## src/rtl/mem_access_ctrl_if.sv

```systemverilog
// Data-bus request/handshake bundle between the MEM-stage access controller
// (master) and the data memory slave.
interface mem_access_ctrl_if #(
  parameter int DW = 32
) ();
  logic          data_req;
  logic          data_wr;
  logic [3:0]    data_wstrb;
  logic [DW-1:0] data_addr;
  logic [DW-1:0] data_wdata;
  logic          data_addr_ok;
  logic          data_data_ok;
  logic [DW-1:0] data_rdata;

  modport master (
    output data_req, data_wr, data_wstrb, data_addr, data_wdata,
    input  data_addr_ok, data_data_ok, data_rdata
  );

  modport slave (
    input  data_req, data_wr, data_wstrb, data_addr, data_wdata,
    output data_addr_ok, data_data_ok, data_rdata
  );
endinterface

```

## src/rtl/mem_access_ctrl.sv

```systemverilog
// MEM-stage data-memory access controller: turns a one-cycle load/store into a
// req/addr_ok/data_ok bus transaction, stalls the pipeline and drains cancelled accesses.
module mem_access_ctrl #(
  parameter int DW = 32
) (
  input  logic                    clk,
  input  logic                    reset,
  input  logic                    i_memenM,
  input  logic                    i_memwriteM,
  input  logic [DW-1:0]           i_addrM,
  input  logic [DW-1:0]           i_wdataM,
  input  logic [3:0]              i_wstrbM,
  input  logic                    i_exceptM,
  mem_access_ctrl_if.master       bus,
  output logic [DW-1:0]           o_readdataM,
  output logic                    o_stallM,
  output logic                    o_flushW
);

  typedef enum logic [2:0] {
    S_IDLE  = 3'd0,
    S_REQ   = 3'd1,
    S_WAIT  = 3'd2,
    S_DONE  = 3'd3,
    S_DRAIN = 3'd4
  } state_t;

  state_t        r_state;
  logic          r_cancel;
  logic          r_wr;
  logic [3:0]    r_wstrb;
  logic [DW-1:0] r_addr;
  logic [DW-1:0] r_wdata;
  logic [DW-1:0] r_readdata;
  logic          w_issue;

  assign w_issue     = (r_state == S_IDLE) && i_memenM && !i_exceptM;
  assign o_readdataM = r_readdata;
  assign o_flushW    = o_stallM;

  // Bus drive and stall decode: issue cycle passes M inputs straight through,
  // REQ replays the latched request so fields never move until accepted.
  always_comb begin
    bus.data_req   = 1'b0;
    bus.data_wr    = 1'b0;
    bus.data_wstrb = 4'd0;
    bus.data_addr  = '0;
    bus.data_wdata = '0;
    o_stallM       = 1'b0;
    case (r_state)
      S_IDLE: begin
        if (w_issue) begin
          bus.data_req   = 1'b1;
          bus.data_wr    = i_memwriteM;
          bus.data_wstrb = i_wstrbM;
          bus.data_addr  = i_addrM;
          bus.data_wdata = i_wdataM;
          o_stallM       = 1'b1;
        end else begin
          o_stallM       = 1'b0;
        end
      end
      S_REQ: begin
        bus.data_req   = 1'b1;
        bus.data_wr    = r_wr;
        bus.data_wstrb = r_wstrb;
        bus.data_addr  = r_addr;
        bus.data_wdata = r_wdata;
        o_stallM       = 1'b1;
      end
      S_WAIT, S_DRAIN: o_stallM = 1'b1;
      S_DONE:          o_stallM = 1'b0;
      default:         o_stallM = 1'b0;
    endcase
  end

  // Transaction FSM, request registers, cancel flag and load-data capture.
  always_ff @(posedge clk) begin
    if (reset) begin
      r_state    <= S_IDLE;
      r_cancel   <= 1'b0;
      r_wr       <= 1'b0;
      r_wstrb    <= 4'd0;
      r_addr     <= '0;
      r_wdata    <= '0;
      r_readdata <= '0;
    end else begin
      case (r_state)
        S_IDLE: begin
          if (w_issue) begin
            r_wr     <= i_memwriteM;
            r_wstrb  <= i_wstrbM;
            r_addr   <= i_addrM;
            r_wdata  <= i_wdataM;
            r_cancel <= 1'b0;
            r_state  <= bus.data_addr_ok ? S_WAIT : S_REQ;
          end
        end
        S_REQ: begin
          // A request already on the bus must be accepted even if cancelled.
          if (bus.data_addr_ok) begin
            r_state  <= (r_cancel || i_exceptM) ? S_DRAIN : S_WAIT;
            r_cancel <= 1'b0;
          end else if (i_exceptM) begin
            r_cancel <= 1'b1;
          end
        end
        S_WAIT: begin
          if (bus.data_data_ok) begin
            if (i_exceptM) begin
              r_state <= S_IDLE;
            end else begin
              r_state <= S_DONE;
              if (!r_wr) begin
                r_readdata <= bus.data_rdata;
              end
            end
          end else if (i_exceptM) begin
            r_state <= S_DRAIN;
          end
        end
        S_DONE:  r_state <= S_IDLE;
        S_DRAIN: begin
          if (bus.data_data_ok) begin
            r_state <= S_IDLE;
          end
        end
        default: r_state <= S_IDLE;
      endcase
    end
  end

endmodule

```

## src/flat_wrapper.sv

```systemverilog
// flat-port wrapper written by rule: the top's interface ports become plain ports
module mem_access_ctrl_flat 
#(
  parameter int DW = 32
)
  (clk, reset, i_memenM, i_memwriteM, i_addrM, i_wdataM, i_wstrbM, i_exceptM, o_readdataM, o_stallM, o_flushW, bus_data_req, bus_data_wr, bus_data_wstrb, bus_data_addr, bus_data_wdata, bus_data_addr_ok, bus_data_data_ok, bus_data_rdata);
  mem_access_ctrl_if #(.DW(DW)) bus_i ();
  input  logic clk;
  input  logic reset;
  input  logic i_memenM;
  input  logic i_memwriteM;
  input  logic [DW-1:0] i_addrM;
  input  logic [DW-1:0] i_wdataM;
  input  logic [3:0] i_wstrbM;
  input  logic i_exceptM;
  output logic [DW-1:0] o_readdataM;
  output logic o_stallM;
  output logic o_flushW;
  output wire logic [$bits(bus_i.data_req)-1:0] bus_data_req;
  output wire logic [$bits(bus_i.data_wr)-1:0] bus_data_wr;
  output wire logic [$bits(bus_i.data_wstrb)-1:0] bus_data_wstrb;
  output wire logic [$bits(bus_i.data_addr)-1:0] bus_data_addr;
  output wire logic [$bits(bus_i.data_wdata)-1:0] bus_data_wdata;
  input wire logic [$bits(bus_i.data_addr_ok)-1:0] bus_data_addr_ok;
  input wire logic [$bits(bus_i.data_data_ok)-1:0] bus_data_data_ok;
  input wire logic [$bits(bus_i.data_rdata)-1:0] bus_data_rdata;
  assign bus_data_req = bus_i.data_req;
  assign bus_data_wr = bus_i.data_wr;
  assign bus_data_wstrb = bus_i.data_wstrb;
  assign bus_data_addr = bus_i.data_addr;
  assign bus_data_wdata = bus_i.data_wdata;
  assign bus_i.data_addr_ok = bus_data_addr_ok;
  assign bus_i.data_data_ok = bus_data_data_ok;
  assign bus_i.data_rdata = bus_data_rdata;
  mem_access_ctrl #(.DW(DW)) u_core (.clk(clk), .reset(reset), .i_memenM(i_memenM), .i_memwriteM(i_memwriteM), .i_addrM(i_addrM), .i_wdataM(i_wdataM), .i_wstrbM(i_wstrbM), .i_exceptM(i_exceptM), .bus(bus_i), .o_readdataM(o_readdataM), .o_stallM(o_stallM), .o_flushW(o_flushW));
endmodule
```

## config.mk

```make
export PLATFORM = sky130hd
export DESIGN_NAME = mem_access_ctrl_flat
export DESIGN_NICKNAME = d
export VERILOG_FILES = /design/src/rtl/mem_access_ctrl_if.sv /design/src/rtl/mem_access_ctrl.sv /design/src/flat_wrapper.sv
export SDC_FILE = /design/constraint.sdc
export NUM_CORES = 1
export LEC_CHECK = 0
export ABC_AREA = 1
export BUFFER_PORTS_ARGS = -buffer_cell sky130_fd_sc_hd__buf_2
export CORE_UTILIZATION = 30
export CTS_BUF_LIST = sky130_fd_sc_hd__clkbuf_4 sky130_fd_sc_hd__clkbuf_8
export CTS_CLUSTER_DIAMETER = 100
export CTS_CLUSTER_SIZE = 12
export DETAILED_ROUTE_END_ITERATION = 12
export GPL_ROUTABILITY_DRIVEN = 0
export GPL_TIMING_DRIVEN = 0
export HOLD_SLACK_MARGIN = 0.06
export SLEW_MARGIN = 20
export SYNTH_ARGS = -nofsm -noshare
export SYNTH_HDL_FRONTEND = slang
export SYNTH_SLANG_ARGS = --single-unit
```

## constraint.sdc

```tcl
create_clock -name clk -period 1.8 [get_ports clk]
set_input_delay 0.18 -clock clk [delete_from_list [all_inputs] [get_ports clk]]
set_output_delay 0.18 -clock clk [all_outputs]
set_load 0.02 [all_outputs]
```

# Word-level counts from Yosys, hierarchy flattened
# Cells that the tools add are included.
[op_classes]
n_eq_ne = 8
n_mux = 24
bitwise = 2
reduce_logical = 11
[op_table]
columns = ["cell", "n"]
rows = [
  ["32-bit case mux with 2 select lines", 2],
  ["32-bit two-way mux", 2],
  ["3-bit two-way mux", 6],
  ["3-bit case mux with 4 select lines", 1],
  ["1-bit case mux with 2 select lines", 4],
  ["4-bit case mux with 2 select lines", 1],
  ["4-bit AND reduction", 2],
  ["3-bit inequality test (second input constant)", 2],
  ["1-bit two-way mux", 5],
  ["2-bit two-way mux", 2],
  ["4-bit two-way mux", 1],
  ["2-bit inequality test (second input constant)", 2],
  ["3-bit by 1-bit equality test with 1-bit output (second input constant)", 1],
  ["3-bit by 2-bit equality test with 1-bit output (second input constant)", 1],
  ["3-bit equality test (second input constant)", 1],
  ["3-bit logical NOT", 1],
  ["3-bit AND reduction", 1],
  ["3-bit OR reduction", 1],
  ["1-bit logical AND", 2],
  ["2-bit by 1-bit inequality test with 1-bit output (second input constant)", 1],
  ["1-bit NOT", 2],
  ["2-bit AND reduction", 1],
  ["2-bit nonzero test", 1],
  ["1-bit logical NOT", 1],
  ["1-bit logical OR", 1],
]
[word_totals]
ff_bits = 105
in_bits = 107
out_inout_bits = 104
elab_cells = 52

# Logic depth before layout (Yosys ltp)
# Gate-level depths: netlist (run 1).
[logic_depth]
depth_word = 5
depth_mapped = 8
mapped_depth_nobuf = 8

# Least setup slack after synthesis (run 1)
# OpenSTA, ideal clock, no wires.
[synth_path]
path_kind = "register -> output"
startpoint = "register u_core.r_state[2]"
endpoint = "output port o_stallM"
t_arrival_ps = 1432
required_ps = 1620
path_slack_ps = 188
stages_incl_launch_ff = 8
path_buffers = 2
cell_sequence = "dfxtp_1 > inv_2 > nand2_1 > nor3_4 > inv_2 > buf_2 > nand4_1 > buf_4"
[synth_via]
elab_chain_len = 5
[synth_lines]
columns = ["item", "line_no", "rtl"]
rows = [
  ["start, declared", "mem_access_ctrl.sv:28", "state_t r_state;"],
  ["start signal, assigned", "mem_access_ctrl.sv:96", "r_state <= bus.data_addr_ok ? S_WAIT : S_REQ;"],
  ["start signal, assigned", "mem_access_ctrl.sv:102", "r_state <= (r_cancel || i_exceptM) ? S_DRAIN : S_WAIT;"],
  ["3-bit logical NOT", "mem_access_ctrl.sv:37, mem_access_ctrl.sv:50", ""],
  ["1-bit logical AND (2 in series)", "mem_access_ctrl.sv:37", "assign w_issue = (r_state == S_IDLE) && i_memenM && !i_exceptM;"],
  ["1-bit two-way mux", "mem_access_ctrl.sv:52", "if (w_issue) begin"],
  ["1-bit case mux with 2 select lines (*)", "mem_access_ctrl.sv:50", "case (r_state)"],
  ["end, declared", "flat_wrapper.sv:17", "output logic o_stallM;"],
]
# Every way passes the cells marked *; elsewhere a longest branch is shown, timed or not.

# Final worst setup path (run 1)
[layout_path]
startpoint = "register u_core.r_state[2]"
endpoint = "output port bus_data_wdata[9]"
[layout_via]
elab_chain_len = 5
[layout_lines]
columns = ["item", "line_no", "rtl"]
rows = [
  ["3-bit logical NOT", "mem_access_ctrl.sv:37, mem_access_ctrl.sv:50", ""],
  ["1-bit logical AND (2 in series)", "mem_access_ctrl.sv:37", ""],
  ["32-bit two-way mux", "mem_access_ctrl.sv:52", ""],
  ["32-bit case mux with 2 select lines (*)", "mem_access_ctrl.sv:50", ""],
  ["end, declared", "flat_wrapper.sv:23", "output wire logic [$bits(bus_i.data_wdata)-1:0] bus_data_wdata;"],
]
# Marked as above.

==> run_results.csv, run 1 <==
group,metric,value,unit
outcome,status,"finished with violations",
outcome,violations,"setup timing",
power_and_ir_drop,irDropWorstVdd,601.4,uV
setup_path,worst_setup_path_end_kind,"primary output",
sta,slew_violations,0,
synthesis,syn_avg_cell_area,6.838,um2
run,cap_violations,0,
global_route,antenna_found_initial,0,
sta,setup_viol,61,
global_route,grtUsageTotal,21.01,%
clocking,cts.htree.levels,3,
route,wl_per_cell,14.71,um
synthesis,ys_seq_elements,105,
layout,drive_above_1_share,45.25,%
die,floorplan.initialDensity,30.56,%
layout,area_delta_synth_final,87.78,%
setup_path,critPathKind,"reg2out",
setup_path,critPathLaunchType,"register",
die,core.rowCount,44,
clocking,cts_sinks,105,
sta,period_minus_slack,1963,ps
die,die-area,15240,um2
route,final_antenna_net_count,0,
global_route,grt_pass1_vias,5160,
synthesis,synth_top_cell_by_area,"dfxtp_1",
layout,diodes,0,
setup_path,crit_path_max_fanout,5,
clocking,clock-root-buffer,"clkbuf_8",
min_path,worstHoldPathType,"in2reg",
global_route,grt_first_pass_wirelength,24.76,mm
synthesis,synth_top_area_share,47.51,%
layout,post-route-util,57.38,%
power_and_ir_drop,power.total,0.007885,W
setup_path,crit_start,"u_core.r_state[2]",
layout,design_area,8308,um2
synthesis,yosysSeqAreaShare,47.51,%
sta,relSlewSlack,55.82,%
synthesis,synthCells,647,
route,routed_wl,17.27,mm
clocking,insertion_delay,380,ps
setup_path,rr_startpoint,"u_core.r_state[1]",
clocking,cts_tree,"built",
die,die-width,123.4,um
die,die_h,123.4,um
die,core_area,14480,um2
synthesis,ys_warn_count,0,
sta,tightest_slew,662.7,ps
route,via_count,5576,
setup_path,crit_required,1620,ps
sta,finalWorstSetupSlack,-162.7,ps
route,drt_iter0_markers,273,
die,io_pins,211,
sta,hold_viol,0,
setup_path,crit_arrival,1780,ps
sta,hold_slack,86.85,ps
placed_design,dp.cells,1039,
placed_design,placed_area,5695,um2
sta,max_freq,509.5,MHz
route,avgViaCountPerCell,4.750,
clocking,clk_pin_slew,100,ps
power_and_ir_drop,power.density,949.1,nW/um2
placed_design,port_buffers,208,
layout,fin_cells,1174,
sta,fin_crit_sh,109.0,%
clocking,cts_buffers,9,
power_and_ir_drop,power_leakage,4.046,nW
placed_design,dpl.hpwl,9.712,mm
synthesis,synth.distinct_cells,15,
global_route,grt_overflow,0,
min_path,min_from,"bus_data_rdata[13]",
clocking,clockBufferDepth,2,
sta,rsz0062_at_grt,"true",
layout,final_nets,1092,
route,drc_errors,0,
synthesis,syn-cell-area,4424,um2
global_route,grt_max_degree,18,
sta,fin_skew,12.82,ps
synthesis,synth_nets,754,
route,firstDrtPassIters,5,
synthesis,synth.area.top_cells,"dfxtp_1 (48%), nand2_1 (27%), a21oi_1 (12%)",
layout make-up:
cell class,instances,area [um2]
fill,1263,6171
tap,184,230.2
timing repair buffer,329,2645
inverter,11,53.80
buffer,46,332.8
clock buffer,10,137.6
multi-input combinational,483,2758
sequential,105,2108
clock inverter,6,42.54
per-stage QoR:
stage               TNS (ps)  setup WS [ps]
floorplan                  0          187.7
global placement       -4370         -195.1
detailed placement     -3846         -194.9
CTS                   -10830         -229.9
global route           -9778         -238.7
finish                 -3669         -162.7
what timing repair did:
item	in CTS	in global routing
hold buffers	62	0
pin swaps	62	82
setup buffers	32	25
gates resized for setup	359	56
setup endpoints to repair	72	88
hold endpoints to repair	62	0
gates cloned	7	0
path summary, 6_finish.rpt:
path                                               end  slack [ps]  cells past startpoint
worst max-delay path                 bus_data_wdata[9]        -160                      9
worst min-delay path            u_core.o_readdataM[13]          90                      3
worst max register to register  u_core.o_readdataM[15]         150                      8
worst min register to register      u_core.r_wdata[18]         470                      2
kinds of logic (layout without fill, tap and decap cells):
logic type / count (synthesis) / in the layout / synth area share, %
DFF: 105 / 105 / 47.51
and+or+nand+nor: 377 / 377 / 34.64
buffers and inverters: 59 / 402 / 5.854
AOI/OAI and AO/OA: 106 / 106 / 11.99
cell usage in the layout (no fill, tap or decap), types with 7 or more instances in the layout:
cell type	instances
buf_4	58
clkbuf_1	19
dlygate4sd3_1	62
dfxtp_1	102
inv_1	7
buf_12	11
buf_6	70
nand2_1	196
buf_2	145
nand2_4	66
nor2_1	10
a21oi_1	104
clkbuf_8	11
nand4_1	34
nand2_2	59
per-layer routing:
| layer | wire length, um | vias up | GRT usage [%] |
|---|---|---|---|
| li1 | - | 2769 | - |
| met1 | 7049 | 2599 | 25.54 |
| met2 | 8895 | 188 | 36.52 |
| met3 | 1058 | 20 | 4.889 |
| met4 | 264 | 0 | 6.476 |
| met5 | 0 | - | 0 |
cell usage after synthesis (all sizes together):
cell / count
a21oi: 104
o21ai: 2
nor2: 11
dfxtp: 105
nand2: 324
clkbuf: 27
nand3: 6
nor3: 2
clkinv: 1
buf: 21
nand4: 34
inv: 10
flip-flops by register name, summed over array words and instances (netlist names):
name                flops
u_core.r_wdata         32
u_core.r_wstrb          4
u_core.r_wr             1
u_core.o_readdataM     32
u_core.r_state          3
u_core.r_cancel         1
u_core.r_addr          32
critical path: stages (launching register included):
cell and delay [ps]:
dfxtp_4 380, inv_4 60, nand2_4 50, nor3_4 180, buf_6 180, buf_8 140
buf_4 120, nand2_2 80, nand2_2 90, buf_6 120
power breakdown:
part	internal (W)	total (W)	leakage [nW]	switching, W
sequential	0.00257	0.00271	0.855	0.000146
clock	0.000545	0.00140	0.0887	0.000851
combinational	0.00173	0.00377	3.10	0.00205
total	0.00484	0.00788	4.05	0.00304
Note: power is estimated with default switching activity, not from simulation.
==> run 2: changes to the inputs <==
--- a/config.mk
+++ b/config.mk
@@ -8,7 +8,6 @@
 export ABC_AREA = 1
 export BUFFER_PORTS_ARGS = -buffer_cell sky130_fd_sc_hd__buf_2
 export CORE_UTILIZATION = 30
-export CTS_BUF_LIST = sky130_fd_sc_hd__clkbuf_4 sky130_fd_sc_hd__clkbuf_8
 export CTS_CLUSTER_DIAMETER = 100
 export CTS_CLUSTER_SIZE = 12
 export DETAILED_ROUTE_END_ITERATION = 12
==> run 2 against run 1 <==
Clock-buffer cell count did not move. Largest cell class is now multi-input combinational cells. Clock power rose by 34%. Critical path depth unchanged. Highest routed layer unchanged. Sequential cell count is the same. Total power increased by 3.2%. Hold slack better by 7.4 ps. Sequential share of layout area up 2.1 points. The flow still finishes with violations (setup timing). Global-route usage down 1.6 points. Non-clock buffer count decreased by 68. Wire length fell by 9.5%. Utilization is 4.4 points lower. Design area is 7.6% lower.
==> run_results.csv, run 2 (synthesized netlist as in run 1, its figures left out) <==
group,metric,value,unit
clocking,cts.htree.levels,3,
layout,final_nets,1024,
clocking,clockBufferDepth,2,
route,routed_wl,15.64,mm
setup_path,worst_r2r_endpoint,"u_core.o_readdataM[15]",
min_path,min_from,"i_addrM[5]",
setup_path,critPathLaunchType,"register",
outcome,status,"finished with violations",
setup_path,crit_required,1620,ps
min_path,holdPathEnd,"u_core.r_addr[5]",
sta,rsz0062_at_grt,"true",
setup_path,worst_setup_path_end_kind,"primary output",
sta,tightest_slew,648.7,ps
sta,period_minus_slack,1906,ps
global_route,grtUsageTotal,19.37,%
placed_design,port_buffers,208,
placed_design,placed_area,5695,um2
sta,setup_viol,29,
die,io_pins,211,
sta,fin_skew,6.386,ps
setup_path,critPathKind,"reg2out",
route,drc_errors,0,
setup_path,crit_path_max_fanout,5,
die,die-area,15240,um2
clocking,cts_sinks,105,
global_route,antenna_found_initial,0,
power_and_ir_drop,irDropWorstVdd,462.0,uV
setup_path,rr_startpoint,"u_core.r_state[1]",
min_path,hold_depth,3,
layout,area_delta_synth_final,73.47,%
layout,design_area,7675,um2
layout,diodes,0,
outcome,violations,"setup timing",
clocking,clock-root-buffer,"clkbuf_16",
die,floorplan.initialDensity,30.56,%
route,avgViaCountPerCell,4.724,
sta,max_freq,524.7,MHz
setup_path,crit_arrival,1730,ps
die,die-width,123.4,um
route,via_count,5225,
route,drt_iter0_markers,238,
sta,hold_viol,0,
power_and_ir_drop,power.density,1060,nW/um2
clocking,cts_tree,"built",
clocking,cts_buffers,9,
sta,finalWorstSetupSlack,-105.8,ps
layout,drive_above_1_share,47.94,%
clocking,clk_pin_slew,80,ps
sta,fin_crit_sh,105.9,%
setup_path,r2r_slack,160,ps
clocking,insertion_delay,350,ps
power_and_ir_drop,power_leakage,3.789,nW
clocking,postCtsHoldBufs,0,
min_path,worstHoldPathType,"in2reg",
sta,slew_violations,0,
layout,final_common_cell,"nand2_1",
die,core.rowCount,44,
die,die_h,123.4,um
sta,relSlewSlack,56.75,%
global_route,grt_overflow,0,
route,wl_per_cell,14.14,um
run,cap_violations,0,
global_route,grt_pass1_vias,4696,
layout,final_cell_mix,"nand2_1 (196), buf_2 (145), a21oi_1 (104)",
global_route,grt_max_degree,18,
setup_path,r2r_cells,8,
route,firstDrtPassIters,4,
die,core_area,14480,um2
global_route,grt_first_pass_wirelength,22.80,mm
placed_design,dpl.hpwl,9.712,mm
layout,post-route-util,53.01,%
route,final_antenna_net_count,0,
==> run 2: power by group <==
part,leakage [nW],internal (W),total (W),switching (W)
Combinational,2.80,0.00158,0.00355,0.00196
Sequential,0.855,0.00257,0.00271,0.000143
Clock,0.135,0.000979,0.00188,0.000899
==> run 2: stage by stage <==
stage	power, W	cells	hold WS, ps	setup TNS, ps	setup WS, ps
floorplan	0.004224	647	347.7	0	187.7
global placement	0.005002	1039	447.2	-4370	-195.1
detailed placement	0.005012	1039	451.9	-3846	-194.9
CTS	0.008091	1089	82.98	-7368	-182.7
global route	0.008601	1106	93.47	-6348	-199.0
finish	0.008135	1106	94.27	-1743	-105.8
==> run 2: cell type report <==
class / count / area, um2
fillers: 1365 / 6804
multi-input cells: 483 / 2700
flip-flops and latches: 105 / 2108
repair buffers: 261 / 1979
plain buffers: 46 / 321.6
clock buffers: 10 / 239.0
well taps: 184 / 230.2
inverters: 11 / 53.80
clock inverters: 6 / 42.54
==> run 2: what timing repair did <==
item	4_1_cts	5_1_grt
buffers inserted	28	23
pin swaps	56	76
setup endpoints to repair	72	82
resized for setup	353	50
gates cloned	7	0
==> run 2: how the worst max path moves through the flow <==
stage / depth (start not counted) / start / end
after CTS: 9 / u_core.r_state[2] / o_stallM
after global routing: 9 / u_core.r_state[2] / bus_data_addr[30]
final: 9 / u_core.r_state[2] / bus_data_addr[30]
after detailed placement: 8 / u_core.r_state[2] / o_stallM
after global placement: 8 / u_core.r_state[2] / bus_data_wstrb[2]
after floorplan: 7 / u_core.r_state[2] / o_stallM
==> run 2: per-layer routing <==
metal / GRT usage (%) / vias up / share of wire [%]
li1: - / 2628 / -
met1: 24.63 / 2430 / 43
met2: 32.05 / 153 / 50
met3: 4.982 / 14 / 5.7
met4: 5.798 / 0 / 1.0
met5: 0 / - / 0
==> run 2: critical path, stage by stage (launching register included) <==
cell     delay (ps)
dfxtp_4         370
inv_4            60
nand2_4          50
nor3_4          180
buf_6           180
buf_8           140
buf_8           140
nand2_2          70
nand2_2          80
buf_6           110
==> run 3: changes to the inputs <==
--- a/config.mk
+++ b/config.mk
@@ -7,6 +7,7 @@
 export LEC_CHECK = 0
 export ABC_AREA = 1
 export BUFFER_PORTS_ARGS = -buffer_cell sky130_fd_sc_hd__buf_2
+export CORE_ASPECT_RATIO = 1.75
 export CORE_UTILIZATION = 30
 export CTS_CLUSTER_DIAMETER = 100
 export CTS_CLUSTER_SIZE = 12
==> run 3 against run 2 <==
The run still ends with setup timing left. Clock skew hardly changed. Non-clock buffer count is 22 lower. Die area rose by 0.13%. Global-route usage decreased by 0.49 points. Largest power group unchanged.
==> run_results.csv, run 3 (synthesized netlist as in run 1, its figures left out) <==
group,metric,value,unit
setup_path,r2r_cells,8,
global_route,grtUsageTotal,18.88,%
min_path,worstHoldPathType,"in2reg",
setup_path,worst_setup_path_end_kind,"primary output",
setup_path,r2r_slack,110,ps
clocking,clock-root-buffer,"clkbuf_16",
clocking,cts_buffers,9,
die,die-area,15260,um2
clocking,cts_tree,"built",
clocking,insertion_delay,340,ps
global_route,grt_max_degree,19,
sta,hold_slack,103.3,ps
sta,fin_skew,6.032,ps
placed_design,place_ws,-148.5,ps
setup_path,crit_path_max_fanout,4,
die,die_h,162.7,um
run,cap_violations,0,
placed_design,dpl.hpwl,10.60,mm
route,firstDrtPassIters,5,
route,drt_iter0_markers,144,
setup_path,crit_buf_inv,5,
sta,fin_crit_sh,105.5,%
global_route,grt_first_pass_wirelength,22.59,mm
global_route,grt_overflow,0,
sta,setup_viol,66,
setup_path,cp_slowest_cell,"dfxtp_4",
layout,final_cell_mix,"nand2_1 (223), buf_2 (150), a21oi_1 (104)",
setup_path,cpMostUsedCell,"buf_6",
clocking,cts.htree.levels,3,
sta,tightest_slew,667.4,ps
die,io_pins,211,
route,wl_per_cell,13.77,um
setup_path,worst_r2r_endpoint,"u_core.o_readdataM[6]",
setup_path,critPathLaunchType,"register",
power_and_ir_drop,irDropWorstVdd,576.0,uV
clocking,cts_sinks,105,
layout,final_nets,1002,
placed_design,dp.cells,1035,
sta,slew_violations,0,
min_path,hold_depth,3,
layout,area_delta_synth_final,64.90,%
power_and_ir_drop,power.density,1105,nW/um2
sta,period_minus_slack,1899,ps
layout,final_common_cell,"nand2_1",
die,die-width,93.80,um
setup_path,rr_startpoint,"u_core.r_state[1]",
power_and_ir_drop,power_leakage,3.595,nW
route,final_antenna_net_count,0,
sta,fin_setup_tns,-3276,ps
setup_path,path_delay_family,"buffers and inverters",
die,core.rowCount,58,
route,routed_wl,14.87,mm
sta,rsz0062_at_grt,"true",
sta,finalWorstSetupSlack,-98.74,ps
layout,drive_above_1_share,43.67,%
sta,max_freq,526.7,MHz
route,via_count,5087,
setup_path,crit_required,1620,ps
layout,fin_cells,1080,
layout,diodes,0,
route,drc_errors,0,
die,core_area,14370,um2
clocking,clk_pin_slew,80,ps
layout,post-route-util,50.78,%
placed_design,port_buffers,208,
setup_path,critical_path.cell_chain,"inv_4 -> nand2_4 -> nor3_4 -> buf_6 -> buf_8 -> buf_6 -> nand2_2 -> nand2_2 -> buf_6",
setup_path,cpPeakStageDelay,370,ps
setup_path,critPathKind,"reg2out",
clocking,clockBufferDepth,2,
die,floorplan.initialDensity,30.79,%
route,avgViaCountPerCell,4.710,
global_route,antenna_found_initial,0,
min_path,min_from,"bus_data_rdata[15]",
setup_path,crit_arrival,1720,ps
layout,fillers,1411,
min_path,holdPathEnd,"u_core.o_readdataM[15]",
sta,relSlewSlack,55.51,%
outcome,violations,"setup timing",
sta,hold_viol,0,
global_route,grt_pass1_vias,4727,
outcome,status,"finished with violations",
run 3: changes by cell type in the layout (fill, tap and decap cells not counted), sizes merged:
cell	before	now
clkinvlp	2	0
buf	282	257
clkbuf	35	38
clkinv	4	3
inv	11	13
bufinv	0	1
run 3: layer usage:
layer	routed length [um]	global-route usage [%]
met1	5678	20.23
met2	8219	35.63
met3	570	2.941
met4	400	7.972
met5	0	0
run 3: how the worst max path moves through the flow:
stage,startpoint,to,slack (ps),depth (start not counted)
2_1_floorplan,u_core.r_state[2],o_stallM,190,7
3_3_place_gp,u_core.r_state[2],o_stallM,-140,8
3_5_place_dp,u_core.r_state[2],o_stallM,-150,8
4_1_cts,u_core.r_state[2],bus_data_wdata[5],-160,9
5_1_grt,u_core.r_state[2],bus_data_wdata[11],-190,9
6_report,u_core.r_state[2],bus_data_wdata[26],-100,9
run 3: power breakdown:
part | internal [W] | switching, W | total [W]
Sequential | 0.00257 | 0.000145 | 0.00271
Combinational | 0.00142 | 0.00186 | 0.00328
Clock | 0.00114 | 0.000928 | 0.00207
Total | 0.00512 | 0.00294 | 0.00806
run 3: final cells by class:
cell class                 instances  area (um2)  area share (%)
tap                              180       225.2           3.087
sequential                       105        2108           28.90
clock inverter                     6       72.57          0.9947
inverter                          11       58.81          0.8060
timing repair buffer             238        1719           23.56
multi-input combinational        483        2554           35.00
clock buffer                      10       239.0           3.276
buffer                            47       319.1           4.373
run 3: metrics by stage:
step / total power, W / instance area (um2)
after floorplan: 0.004224 / 4424
after global placement: 0.005009 / 5690
after detailed placement: 0.005021 / 5690
after CTS: 0.007822 / 6840
after global routing: 0.008496 / 7296
final: 0.008063 / 7296
run 3: what timing repair did:
item | in CTS | in global routing
gates cloned | 3 | 2
pin swaps | 30 | 55
resized for setup | 237 | 95
buffers inserted | 13 | 12
hold buffers | 0 | 0
endpoints found under the setup margin | 72 | 94
run 3: worst min-delay path, stage by stage:
cell,delay [ps]
buf_2,90
nand4_1,70
a21oi_1,60
